File: config.mk
export PLATFORM = sky130hd
export DESIGN_NAME = pc_fetch_sequencer
export DESIGN_NICKNAME = d
export VERILOG_FILES = /design/src/rtl/pc_fetch_sequencer.sv
export SDC_FILE = /design/constraint.sdc
export NUM_CORES = 1
export LEC_CHECK = 0
export ABC_AREA = 0
export CAP_MARGIN = 0
export CORE_MARGIN = 2
export CORE_UTILIZATION = 35
export CTS_BUF_LIST = sky130_fd_sc_hd__clkbuf_8
export DETAILED_ROUTE_END_ITERATION = 8
export PLACE_DENSITY_LB_ADDON = 0.1
export SLEW_MARGIN = 10
export SYNTH_ARGS = -nofsm -noshare
export SYNTH_HDL_FRONTEND = slang
export SYNTH_SLANG_ARGS = --single-unit
File: constraint.sdc
create_clock -name clk -period 7.56 [get_ports clk]
set_input_delay 1.512 -clock clk [delete_from_list [all_inputs] [get_ports clk]]
set_output_delay 1.512 -clock clk [all_outputs]
set_load 0.1 [all_outputs]
File: src/rtl/pc_fetch_sequencer.sv
// PC owner and IMEM fetch sequencer: BOOT -> REQ -> VALID loop, sticky FAULT on illegal next PC.
// Optional `PCSEQ_FETCH_COUNT_EN adds fetch_count_o (accepted-instruction counter).
module pc_fetch_sequencer #(
    parameter logic [31:0] RESET_PC   = 32'h0000_3000,
    parameter logic [31:0] IMEM_BASE  = 32'h0000_3000,
    parameter int unsigned IMEM_WORDS = 4096
) (
    input  logic        clk,
    input  logic        rst_n,
    output logic        imem_req_o,
    output logic [31:0] imem_addr_o,
    input  logic        imem_ack_i,
    input  logic [31:0] imem_rdata_i,
    output logic [31:0] instr_o,
    output logic        instr_valid_o,
    input  logic        instr_ready_i,
    output logic [31:0] pc_o,
    output logic [31:0] pc_plus4_o,
    input  logic        redir_valid_i,
    input  logic [1:0]  redir_sel_i,
    input  logic [31:0] ext_imm_i,
    input  logic [31:0] rs_val_i,
    output logic        fault_o,
    output logic [31:0] fault_pc_o
`ifdef PCSEQ_FETCH_COUNT_EN
    ,
    output logic [31:0] fetch_count_o
`endif
);

    localparam logic [31:0] IMEM_LIMIT = IMEM_BASE + 32'(IMEM_WORDS) * 32'd4;

    typedef enum logic [1:0] {BOOT, REQ, VALID, FAULT} state_t;

    state_t      state_q, state_d;
    logic [31:0] pc_q, pc_d;
    logic [31:0] instr_q, instr_d;
    logic        fault_q, fault_d;
    logic [31:0] fault_pc_q, fault_pc_d;
    logic [31:0] pc_plus4;
    logic [31:0] target;
    logic        target_ok;
    logic        accept;

    assign pc_plus4 = pc_q + 32'd4;
    assign accept   = (state_q == VALID) && instr_ready_i;

    always_comb begin
        target = pc_plus4;
        if (redir_valid_i) begin
            case (redir_sel_i)
                2'b00:   target = pc_plus4 + (ext_imm_i << 2);
                2'b01:   target = {pc_plus4[31:28], instr_q[25:0], 2'b00};
                2'b10:   target = rs_val_i;
                default: target = pc_plus4;
            endcase
        end
    end

    // Wrap-around is fine by itself; only alignment and window membership matter.
    assign target_ok = (target[1:0] == 2'b00) && (target >= IMEM_BASE) && (target < IMEM_LIMIT);

    always_comb begin
        state_d    = state_q;
        pc_d       = pc_q;
        instr_d    = instr_q;
        fault_d    = fault_q;
        fault_pc_d = fault_pc_q;
        case (state_q)
            BOOT: state_d = REQ;
            REQ: begin
                if (imem_ack_i) begin
                    instr_d = imem_rdata_i;
                    state_d = VALID;
                end
            end
            VALID: begin
                if (accept) begin
                    if (target_ok) begin
                        pc_d    = target;
                        state_d = REQ;
                    end else begin
                        fault_d    = 1'b1;
                        fault_pc_d = target;
                        state_d    = FAULT;
                    end
                end
            end
            default: state_d = FAULT;
        endcase
    end

    always_ff @(posedge clk or negedge rst_n) begin
        if (!rst_n) begin
            state_q    <= BOOT;
            pc_q       <= RESET_PC;
            instr_q    <= '0;
            fault_q    <= 1'b0;
            fault_pc_q <= '0;
        end else begin
            state_q    <= state_d;
            pc_q       <= pc_d;
            instr_q    <= instr_d;
            fault_q    <= fault_d;
            fault_pc_q <= fault_pc_d;
        end
    end

    // Decoded straight from state so reset drops the request without waiting for a clock.
    assign imem_req_o    = (state_q == REQ);
    assign imem_addr_o   = pc_q;
    assign instr_o       = instr_q;
    assign instr_valid_o = (state_q == VALID);
    assign pc_o          = pc_q;
    assign pc_plus4_o    = pc_plus4;
    assign fault_o       = fault_q;
    assign fault_pc_o    = fault_pc_q;

`ifdef PCSEQ_FETCH_COUNT_EN
    logic [31:0] cnt_q;
    always_ff @(posedge clk or negedge rst_n) begin
        if (!rst_n)      cnt_q <= '0;
        else if (accept) cnt_q <= cnt_q + 32'd1;
    end
    assign fetch_count_o = cnt_q;
`endif

endmodule
==> impl_metrics.ini, run 1 <==
[outcome]
status = finished, final reports clean

[hold_path]
hold_depth = 1
hold_path.class = flop to flop

[finish]
multi_input_area_sq_um = 4570
layout-drive-gt1-share_pct = 9.07
nFillCells = 2092
area_delta_synth_final_pct = 38.0
regArea_sq_um = 2480
diodes = 0
finalNetCount = 1224

[power_and_ir_drop]
p_leak_nw = 4.45
pwr-share-clk_pct = 21.3
pwr-share-comb_pct = 42.5
p_total_mw = 1.69
internal_power_mw = 0.934
max-vdd-ir-drop_mv = 0.110
switching_share_pct = 44.6
p_per_area_nw_per_um2 = 161
p_sw_mw = 0.752
power_frac_seq_pct = 36.2

[sta]
relSlewSlack_pct = 31.9
rsz0062_at_grt = no
max_slew.worst_pin.slew_ns = 1.02
timing.fmax_mhz = 152
tns_ns = 0
setup_viol = 0
fin_crit_sh_pct = 87.1
final-max-slew-violation-count = 0
fin_skew_ns = 0.0119
min_period_ns = 6.59
finalHoldViolations = 0

[setup_path]
cp.arrival_ns = 6.90
cpPeakStageDelay_ns = 0.73
crit_type = flop to flop
start_kind = flop
crit_chain = nand4_2 > or4b_1 > nor3_1 > and3_1 > xor2_1 > ha_1 > a21oi_1 > o21ai_0 > nor2_1 > nand2_1 > o22ai_1 > mux2i_1 > o311ai_0 > or4_1 > nor4_4 > buf_4 > nand2b_1 > buf_4 > o2bb2ai_1
crit_family = simple AND/OR/NAND/NOR gates
cp.required_ns = 7.88
cp.buffers_inverters = 2
cp_common_cell = buf_4
path_depth = 19
crit_path_top_delay_cell = or4b_1
cp-end-kind = flop
rr_worst_depth = 19
path_max_fanout = 11

[grt]
grt_max_degree = 52
gr-total-overflow = 0
first_global_vias = 7077
grtUsageTotal_pct = 25.0
antenna_found_initial = 0
grt_pass1_wl_mm = 42.7

[yosys]
seq_area_frac_synth_pct = 32.7
synthAdderAreaFrac_pct = 5.70
synth_compound_area_share_pct = 22.9
synth_area_leaders = dfrtp_1 (32%), mux2_2 (5.6%), ha_1 (5.4%)
synth.top_cell.area_share_pct = 32.0
ys_ff_latch = 99
avgSynthCellArea_sq_um = 8.70
synth_nets = 1010
synthFlopType = dfrtp_1
netlist_top_cells_count = dfrtp_1 (97), a21oi_1 (68), nand2_1 (59)
synth.most_common_cell = dfrtp_1
synth_edf_count = 0
synth_top_area_cell = dfrtp_1
synth-simple-area-share_pct = 18.7
synthCells = 873
synth_xor_area_share_pct = 4.38
ys_types = 78
syn_area_sq_um = 7590
async_flop_share_pct = 100
synth_top_family_by_area = compound AO/OA/AOI/OAI gates
synth_warnings = 0
muxShareOfSynthArea_pct = 8.37

[die]
die_h_microns = 151
row_count = 53
dieArea_sq_um = 22900
initial_core_util_pct = 35.9
core_sq_um = 21200
die_x_microns = 151
ios = 266

[routing]
routedWlPerCell_microns = 21.1
firstDrtPassIters = 5
drtIter0Drc = 626
via_count = 7547
drc = 0
antenna_left = 0
vias_per_cell = 5.52
finalWirelength_mm = 28.8

[clocking]
numCtsBuffers = 9
cts.sink_count = 99
cts_resized = 0
cts_buffer_depth = 2
worstSkewPairLatency_ns = 0.39
clk_pin_slew_worst_paths_ns = 0.10
cts_tree = done
cts-root-buf = clkbuf_8
post_cts_buffers = 0
htreeDepth = 3
cts_hold_buf = 0

[run]
max_cap_violations = 0

[placed_design]
numPortBuffers = 263
hpwl_mm = 22.9
gp_congestion = 0.946
## area by class of cell
| type | count | area share [%] |
|---|---|---|
| clock inverter | 7 | 0.657 |
| inverter | 26 | 0.931 |
| tap | 275 | 3.28 |
| sequential | 99 | 23.7 |
| clock buffer | 9 | 1.18 |
| timing repair buffer | 286 | 26.7 |
| multi-input combinational | 665 | 43.6 |
## worst reg2reg max path: cells and delay by family, from the launching register on
kind	cells	cell delay, ns
simple gates	9	3.21
compound gates	5	1.14
flops	1	0.65
buf+inv	2	0.52
fa+ha+maj	1	0.39
xor+xnor	1	0.33
mux	1	0.28
## power by group through the flow
stage	Clock, mW	Sequential (mW)	Combinational [mW]
floorplan	0	0.974	0.139
CTS	0.376	0.611	0.718
finish	0.359	0.610	0.716
global route	0.397	0.617	0.746
detailed placement	0	0.620	0.716
global placement	0	0.619	0.716
## kinds of logic (layout without fill, tap and decap cells)
group,after synthesis,after routing
compound gates,271,271
xor+xnor,38,38
fa+ha+maj,34,34
buf+inv,109,328
flops,99,99
mux,55,55
simple gates,267,267
## worst paths after layout
check	startpoint	endpoint	slack [ns]
setup / recovery	imem_addr_o[12]$_DFFE_PN1P_	fault_pc_o[10]$_DFFE_PN0P_	0.97
hold / removal	fault_pc_o[21]$_DFFE_PN0P_	fault_pc_o[21]$_DFFE_PN0P_	0.49
setup reg to reg	imem_addr_o[12]$_DFFE_PN1P_	fault_pc_o[10]$_DFFE_PN0P_	0.97
hold reg to reg	fault_pc_o[21]$_DFFE_PN0P_	fault_pc_o[21]$_DFFE_PN0P_	0.49
max in group asynchronous	rst_n	imem_addr_o[18]$_DFFE_PN0P_	5.30
min in group asynchronous	rst_n	instr_o[1]$_DFFE_PN0P_	1.14
## routing by layer
layer  routed length (microns)  track usage [%]  vias to the layer above
met5                         0                0                        -
met4                       393             5.47                        0
met3                      2050             4.85                       21
met2                     13000             39.2                      280
met1                     13400             35.5                     3633
li1                          -                -                     3613
## registers in the layout (all words and copies together) (netlist names)
signal,cells
fault_pc_o,32
imem_addr_o,32
instr_o,32
state_q,2
fault_o,1
## layout by cell type, fill, tap and decap left out, types with 5 or more instances in the layout
cell type,instances
nand2b_1,18
a211oi_1,5
o2bb2ai_1,12
and2_1,6
clkdlybuf4s50_1,260
mux2_2,38
nor3_1,15
a31oi_1,8
mux2_1,10
mux2i_1,5
inv_1,27
xor2_1,20
and3_1,7
ha_1,33
o21ai_0,58
nand3_1,23
o21ai_1,14
nand2_1,59
a21o_1,19
a21oi_1,68
nor2_1,55
o211ai_1,11
nand4_1,16
dfrtp_1,97
clkbuf_8,9
xnor2_1,18
o21a_1,11
nor2b_1,23
buf_4,24
nor4_1,10
o22ai_1,10
a211o_1,7
o31ai_1,5
## metrics by stage
step / util (%) / setup WS, ns / hold WS, ns / cell area [sq um] / cells
after floorplan: - / 0.189 / 0.542 / 7590 / 873
after CTS: 49.5 / 0.975 / 0.490 / 10500 / 1367
after global routing: 49.5 / 0.620 / 0.497 / 10500 / 1367
after global placement: 48.6 / 1.02 / 0.459 / 10300 / 1351
after detailed placement: 48.6 / 0.973 / 0.465 / 10300 / 1351
final: 49.5 / 0.974 / 0.485 / 10500 / 1367
(Power assumes the default switching activity.)
==> inputs of run 2 (changes only) <==
Settings changed: CORE_UTILIZATION 35 to 39.
Clock period 7.56 ns to 7.9 ns, I/O delays scaled along.
==> impl_metrics.ini, run 2 (synthesized netlist as in run 1, its figures left out) <==
[outcome]
status = finished, final reports clean

[die]
die_x_microns = 144
die_h_microns = 144
ios = 266
dieArea_sq_um = 20600
core_sq_um = 19300
initial_core_util_pct = 39.4
row_count = 51

[hold_path]
hold_path.class = flop to flop
hold_depth = 1
min-delay-start = fault_o$_DFFE_PN0P_
holdPathEnd = fault_o$_DFFE_PN0P_

[grt]
grtUsageTotal_pct = 27.7
grt_max_degree = 61
first_global_vias = 7168
antenna_found_initial = 0
grt_pass1_wl_mm = 43.0
gr-total-overflow = 0

[clocking]
post_cts_buffers = 0
cts.sink_count = 99
numCtsBuffers = 9
cts_tree = done
cts_buffer_depth = 2
cts-root-buf = clkbuf_8
worstSkewPairLatency_ns = 0.41
cts_resized = 0
clk_pin_slew_worst_paths_ns = 0.12
cts_hold_buf = 0
htreeDepth = 3

[setup_path]
crit_family = simple AND/OR/NAND/NOR gates
crit_type = flop to flop
cp.required_ns = 8.19
rr_worst_depth = 16
timing.rr.start = imem_addr_o[7]$_DFFE_PN0P_
cp.arrival_ns = 7.03
cp.buffers_inverters = 1
crit_path_top_delay_cell = nor4_4
start_kind = flop
rrSetupSlack_ns = 1.16
path_max_fanout = 17
r2r_end = imem_addr_o[16]$_DFFE_PN0P_
cpPeakStageDelay_ns = 0.78
crit_chain = nand3_1 > or4b_1 > nor3_1 > xor2_1 > ha_1 > a21oi_1 > o21ai_0 > nor2_1 > nand2_1 > o22ai_1 > mux2i_1 > o221ai_1 > or4_1 > nor4_4 > buf_4 > nor2b_1
cp-end-kind = flop

[routing]
antenna_left = 0
vias_per_cell = 5.62
via_count = 7579
finalWirelength_mm = 28.8
routedWlPerCell_microns = 21.3
drc = 0
drtIter0Drc = 523
firstDrtPassIters = 5

[sta]
setup_viol = 0
fin_crit_sh_pct = 85.4
timing.hold.ws_ns = 0.485
finalHoldViolations = 0
rsz0062_at_grt = no
min_period_ns = 6.74
fin_skew_ns = 0.0168
max_slew.worst_pin.slew_ns = 1.01
final-max-slew-violation-count = 0
timing.fmax_mhz = 148
fin_ws_ns = 1.16
tns_ns = 0
relSlewSlack_pct = 32.3

[power_and_ir_drop]
power_frac_seq_pct = 36.1
switching_share_pct = 45.9
p_per_area_nw_per_um2 = 155
pwr-share-clk_pct = 21.7
max-vdd-ir-drop_mv = 0.160
pwr-share-comb_pct = 42.2
p_leak_nw = 4.42
internal_power_mw = 0.877
p_sw_mw = 0.745

[placed_design]
place_ws_ns = 1.33
gp_congestion = 0.991
place_area_sq_um = 10200
hpwl_mm = 23.0
numPortBuffers = 263

[finish]
final_common_cell = clkdlybuf4s50_1
nFillCells = 1865
diodes = 0
multi_input_area_sq_um = 4570
fin_util_pct = 54.1
regArea_sq_um = 2480
area_delta_synth_final_pct = 37.4
stdcell_area_sq_um = 10400
finalNetCount = 1216
most-common-layout-cells = clkdlybuf4s50_1 (261), dfrtp_1 (97), a21oi_1 (68)
layout-drive-gt1-share_pct = 8.49

[run]
max_cap_violations = 0
## run 2: worst max path at each step
stage	startpoint	depth (start not counted)	slack (ns)	end
after global placement	imem_addr_o[12]$_DFFE_PN1P_	16	1.34	imem_addr_o[31]$_DFFE_PN0P_
after CTS	imem_addr_o[12]$_DFFE_PN1P_	17	1.30	imem_addr_o[31]$_DFFE_PN0P_
final	imem_addr_o[7]$_DFFE_PN0P_	16	1.16	imem_addr_o[16]$_DFFE_PN0P_
after floorplan	imem_addr_o[7]$_DFFE_PN0P_	18	0.53	imem_addr_o[4]$_DFFE_PN0P_
after global routing	imem_addr_o[7]$_DFFE_PN0P_	16	0.86	imem_addr_o[18]$_DFFE_PN0P_
after detailed placement	imem_addr_o[12]$_DFFE_PN1P_	17	1.33	imem_addr_o[24]$_DFFE_PN0P_
## run 2: power groups by stage
stage	combinational, mW	clock [mW]	sequential [mW]
2_1_floorplan	0.133	0	0.932
3_3_place_gp	0.684	0	0.594
3_5_place_dp	0.683	0	0.596
4_1_cts	0.685	0.365	0.586
5_1_grt	0.712	0.383	0.592
6_report	0.684	0.352	0.586
## run 2: layout make-up
class	count	area share [%]
flip-flops and latches	99	23.8
clock buffers	9	1.19
well taps	265	3.18
inverters	26	0.935
clock inverters	7	0.875
repair buffers	278	26.2
multi-input cells	665	43.8
## run 2: routing by layer
metal	global-route usage, %	part of all wire, %
met5	0	0
met4	10.6	3.3
met3	6.43	7.3
met2	43.4	46
met1	37.2	43
## run 2: per-stage QoR
step           power [mW]  instances
6_report             1.62       1349
2_1_floorplan        1.07        873
4_1_cts              1.64       1349
3_3_place_gp         1.28       1333
5_1_grt              1.69       1349
3_5_place_dp         1.28       1333
==> inputs of run 3 (changes only) <==
Settings changed: ABC_AREA 0 to not set.
==> results of run 3 <==
Same layout as run 2: the final DEF is identical, and so are final timing and power.
